$ cat src/rtl/aes_pkg.sv
`default_nettype none
// ============================================================================
//  Module      : aes_pkg
//  Description : Shared word and block definitions for the AES datapath.
//  Revision    : 1.0 - initial release
// ============================================================================
package aes_pkg;

   localparam int WORD_W  = 32;
   localparam int BLOCK_W = 128;

   typedef logic [WORD_W-1:0] word_t;

endpackage : aes_pkg
`default_nettype wire

$ cat src/rtl/col_loader.sv
`default_nettype none
// ============================================================================
//  Module      : col_loader
//  Description : Assembles a stream of 32-bit words into blocks of COL_NUM
//                columns. A fill register collects the current block while a
//                hold register presents the previous one, so a continuous
//                input stream runs at one word per cycle.
//                Note: in_ready depends combinationally on out_ready.
//  Revision    : 1.0 - initial release
// ============================================================================
module col_loader
   import aes_pkg::*;
#(
   parameter int  SIZE    = BLOCK_W,
   localparam int COL_NUM = SIZE / WORD_W
) (
   input  logic  clk,
   input  logic  rst,
   input  logic  flush,
   input  logic  in_valid,
   output logic  in_ready,
   input  word_t in_word,
   output word_t cols [0:COL_NUM-1],
   output logic  out_valid,
   input  logic  out_ready,
   output logic  busy
);

   localparam int               CNT_W    = (COL_NUM > 1) ? $clog2(COL_NUM) : 1;
   localparam logic [CNT_W-1:0] LAST_IDX = CNT_W'(COL_NUM - 1);

   typedef word_t col_arr_t [0:COL_NUM-1];

   logic [CNT_W-1:0] cnt_q, cnt_d;
   col_arr_t         fill_q, fill_d;
   col_arr_t         hold_q, hold_d;
   logic             out_valid_q, out_valid_d;

   logic hold_free;
   logic at_last;
   logic accept;

   // The last slot may only be written when the hold register can take the block.
   always_comb begin
      hold_free = !out_valid_q || out_ready;
      at_last   = (cnt_q == LAST_IDX);
      in_ready  = !flush && (!at_last || hold_free);
      accept    = in_valid && in_ready;
   end

   // Next state: fill a slot, or move the completed block into hold.
   always_comb begin
      cnt_d       = cnt_q;
      fill_d      = fill_q;
      hold_d      = hold_q;
      // A consumed block drops out_valid unless a new block replaces it below.
      out_valid_d = out_valid_q && !out_ready;
      if (flush) begin
         cnt_d = '0;
      end else if (accept) begin
         if (at_last) begin
            hold_d              = fill_q;
            hold_d[COL_NUM-1]   = in_word;
            out_valid_d         = 1'b1;
            cnt_d               = '0;
         end else begin
            fill_d[cnt_q] = in_word;
            cnt_d         = cnt_q + CNT_W'(1);
         end
      end
   end

   // State registers with asynchronous reset.
   always_ff @(posedge clk or posedge rst) begin
      if (rst) begin
         cnt_q       <= '0;
         fill_q      <= '{default: '0};
         hold_q      <= '{default: '0};
         out_valid_q <= 1'b0;
      end else begin
         cnt_q       <= cnt_d;
         fill_q      <= fill_d;
         hold_q      <= hold_d;
         out_valid_q <= out_valid_d;
      end
   end

   assign cols      = hold_q;
   assign out_valid = out_valid_q;
   assign busy      = (cnt_q != '0);

endmodule : col_loader
`default_nettype wire
$ cat config.mk
export PLATFORM = sky130hd
export DESIGN_NAME = col_loader
export DESIGN_NICKNAME = d
export VERILOG_FILES = /design/src/rtl/aes_pkg.sv /design/src/rtl/col_loader.sv
export SDC_FILE = /design/constraint.sdc
export NUM_CORES = 1
export LEC_CHECK = 0
export CORE_UTILIZATION = 47
export DETAILED_ROUTE_END_ITERATION = 8
export PLACE_DENSITY = 0.85
export SYNTH_ARGS = -nofsm -noshare
export SYNTH_HDL_FRONTEND = slang
export SYNTH_SLANG_ARGS = --single-unit
$ cat constraint.sdc
create_clock -name clk -period 7.75 [get_ports clk]
set_input_delay 1.55 -clock clk [delete_from_list [all_inputs] [get_ports clk]]
set_output_delay 1.55 -clock clk [all_outputs]
set_load 0.02 [all_outputs]
# Word level (Yosys, flattened, before mapping)
# Index checks and enable logic that the tools add are counted.
classes:
  reduce_logical: 14
  mux: 9
  n_lt_le_gt_ge: 2
  bitwise_logic: 3
  addsub: 1
  eq_ne: 1
op_table:
  columns: ["cell", "count"]
  rows:
  - ["$bwmux 128", 1]
  - ["$demux 32 s2", 1]
  - ["$mux 32", 1]
  - ["$mux 2", 3]
  - ["$reduce_and 3->1", 2]
  - ["$logic_and 1x1->1", 4]
  - ["$logic_not 1->1", 4]
  - ["$reduce_bool 2->1", 2]
  - ["$ge 3x3->1 const B", 1]
  - ["$lt 3x1->1 const B", 1]
  - ["$mux 1", 3]
  - ["$not 2->3", 1]
  - ["$add 2x1->2 const B", 1]
  - ["$eq 2x2->1 const B", 1]
  - ["$logic_or 1x1->1", 2]
  - ["$not 1->1", 2]
totals:
  in_bits: 37
  output_inout_bits: 131
  word_cells: 40
  ff_bits: 259

# Depth between registers and ports, before layout
logic_depth:
  depth_word: 7
  depth_mapped: 6
  mapped_depth_nobuf: 4

# Least setup slack after synthesis
# Ideal clock, no wire load.
synth_path:
  path_type: "input to output"
  start: "in out_ready"
  end: "out in_ready"
  required_ps: 6200
  arrival_ps: 1952
  path_buffers: 0
  setup_slack_ps: 4248
  cell_stages: 2
  cell_sequence: "nor2b_1 a21oi_1"
synth_via:
  elab_chain_len: 3
synth_lines:
  columns: ["item", "line_no", "source"]
  rows:
  - ["start: declaration", "col_loader.sv:25", "input logic out_ready,"]
  - ["$logic_or 1x1->1", "col_loader.sv:45", "hold_free = !out_valid_q || out_ready;"]
  - ["$logic_or 1x1->1", "col_loader.sv:47", "in_ready = !flush && (!at_last || hold_free);"]
  - ["$logic_and 1x1->1", "col_loader.sv:47", null]
  - ["end: declaration", "col_loader.sv:21", "output logic in_ready,"]
# No other way between the ends.

# Worst setup path in the final report
# Ends and elaborated chain as after synthesis.

==> impl_metrics.ini <==
[status]
outcome = finished, final reports clean

[final_layout]
syn2layout_area_growth_pct = 26.4
layout-drive-gt1-share_pct = 24.2
finalInstanceArea_um2 = 11500
fin_nets = 714
n_antenna_cell = 0
stdcell_count = 946
fillers = 1356
fin_util_pct = 61.0

[clocking]
cts_buffer_depth = 3
ctsResizeCount = 0
clk-insertion-delay-late_ps = 490
tritoncts = built
clk_pin_slew_ps = 60
numCtsBuffers = 23
hold_buffers = 0
postCtsSetupRepairBufs = 0
cts-root-buf = clkbuf_16
clock_sinks = 227
h-tree-depth = 1

[floorplan]
fp.dieW_um = 141
ios = 168
design.die.area_um2 = 19900
core-area_um2 = 18800
die_height_um = 141
start_util_pct = 48.2
rows = 50

[yosys]
synthXorXnorAreaFrac_pct = 0
syn-cell-area_um2 = 9080
synth_top_cell_by_area = dfrtp_1
synthTopCellsByArea = dfrtp_1, mux2_4, mux2_1, mux2_2, buf_12
synth_compound_area_share_pct = 0.220
synth_top_family_by_area = multiplexers
synth_area_per_cell_um2 = 18.2
yosysTopAreaCellShare_pct = 62.5
synth_cells = 500
ys_seq_area_share_pct = 62.5
yosysUniqueCellTypes = 21
synth-simple-area-share_pct = 0.937
synth_mux_area_share_pct = 31.6
ys_ff_latch = 227
syn_nets = 541
synth_fa_ha_area_share_pct = 0.551
synth_warnings = 0

[global_route]
overflow = 0
grt_max_degree = 150
first_global_vias = 5247
grt_pass1_wl_um = 28900
grt_usage_pct = 18.3
antenna_found_initial = 0

[critical_path]
worstPathArrival_ps = 2890
crit_family = buffers and inverters
crit_path_end_kind = output port
crit_chain = clkdlybuf4s50_1, nor2b_1, a21oi_1, clkdlybuf4s50_1
cpMaxStageDelayCell = clkdlybuf4s50_1
crit_path_frequent_cell = clkdlybuf4s50_1
cp.required_ps = 6200
max_stage_delay_ps = 630
start_kind = input pin
critPathKind = in2out
cp_num_buf_inv = 2
cp_max_fo = 2

[drt]
wl_um = 17400
postRouteAntennaNets = 0
viasPerCell = 4.99
wl_per_cell_um = 18.4
drtIter0Drc = 176
drcViolationCount = 0
vias = 4723
first_pass_iters = 4

[timing]
worst_slack_ps = 3310
setup_violations = 0
clock.fmax_mhz = 225
worst_pin_slew_ps = 1070
rsz0062_at_grt = no
fin_crit_ps = 4440
tns_ps = 0
hold_viol_final = 0
finClkSkew_ps = 5.17
final_max_slew_viol_count = 0
relSlewSlack_pct = 28.5
fin_crit_sh_pct = 57.3

[job]
cap_violations = 0

[placed_design]
routabilityCongestion = 0.779
dp_slack_ps = 3100
placedInstanceArea_um2 = 10800
dp.cells = 908
hpwlAfterDp_um = 11400
io_buffers = 167

[power]
leakagePower_uw = 0.00548
powerDensity_nw_per_um2 = 297
ir_drop_mv = 0.204

[worst_hold_path]
hold_class = reg2reg
==> layer usage <==
layer / routed length (um) / vias to the layer above / global-route usage, %
li1: - / 2092 / -
met1: 7390 / 2492 / 23.8
met2: 8810 / 118 / 31.4
met3: 956 / 21 / 4.01
met4: 251 / 0 / 4.35
met5: 0 / - / 0
==> cell usage after synthesis (all sizes together) <==
master	instances
dfrtp	227
nor3b	1
or4b	1
ha	4
inv	4
and2	3
nand2	1
a21oi	1
a21boi	1
mux2i	1
o31ai	1
buf	26
mux2	224
nand4b	1
nand2b	3
nor2b	1
==> layout make-up <==
type / count / area [um2] / area share, %
clock buffer: 31 / 646 / 5.62
clock inverter: 7 / 35.0 / 0.305
inverter: 4 / 18.8 / 0.163
multi-input combinational: 243 / 3040 / 26.5
sequential: 227 / 5680 / 49.5
tap: 260 / 325 / 2.83
timing repair buffer: 174 / 1740 / 15.1
==> cells in the final DEF (no fill, tap or decap), types with 3 or more instances in the layout <==
master,n
inv_1,3
mux2_2,28
nand2b_1,3
clkinv_2,7
clkbuf_1,4
dfrtp_1,227
buf_4,6
mux2_1,106
clkbuf_16,23
clkdlybuf4s50_1,167
mux2_4,90
and2_2,3
clkbuf_8,4
ha_1,4
==> kinds of logic (layout without fill, tap and decap cells) <==
logic type                 count (synthesis)  in the layout
buffers and inverters                     30            216
DFF                                      227            227
adders and majority gates                  4              4
AOI/OAI and AO/OA                          3              3
muxes                                    225            225
and+or+nand+nor                           11             11
==> worst paths after layout <==
kind,endpoint,slack [ps],cells after the start,from
setup / recovery,in_ready,3310,4,out_ready
hold / removal,cols[47],480,1,fill_q[47]
setup reg to reg,cols[120],4620,5,cnt_q[1]
hold reg to reg,cols[47],480,1,fill_q[47]
max in group asynchronous,fill_q[45],4580,4,rst
min in group asynchronous,cols[68],1570,3,rst
==> power breakdown <==
group	internal (uW)	leakage [uW]	total [uW]	switching (uW)
Clock	579	0.000344	1000	424
Combinational	473	0.00218	791	318
Sequential	1460	0.00295	1610	155
Total	2510	0.00548	3410	896
==> registers in the layout (all words and copies together) (netlist names) <==
| name | count |
|---|---|
| fill_q | 96 |
| cnt_q | 2 |
| cols | 128 |
| out_valid | 1 |
==> through the flow <==
step	power (uW)	hold slack, ps
after floorplan	2080	454
after global placement	2390	465
after detailed placement	2430	473
after CTS	3450	486
after global routing	3570	496
final	3410	484
Power figures use the tool's default switching activity.
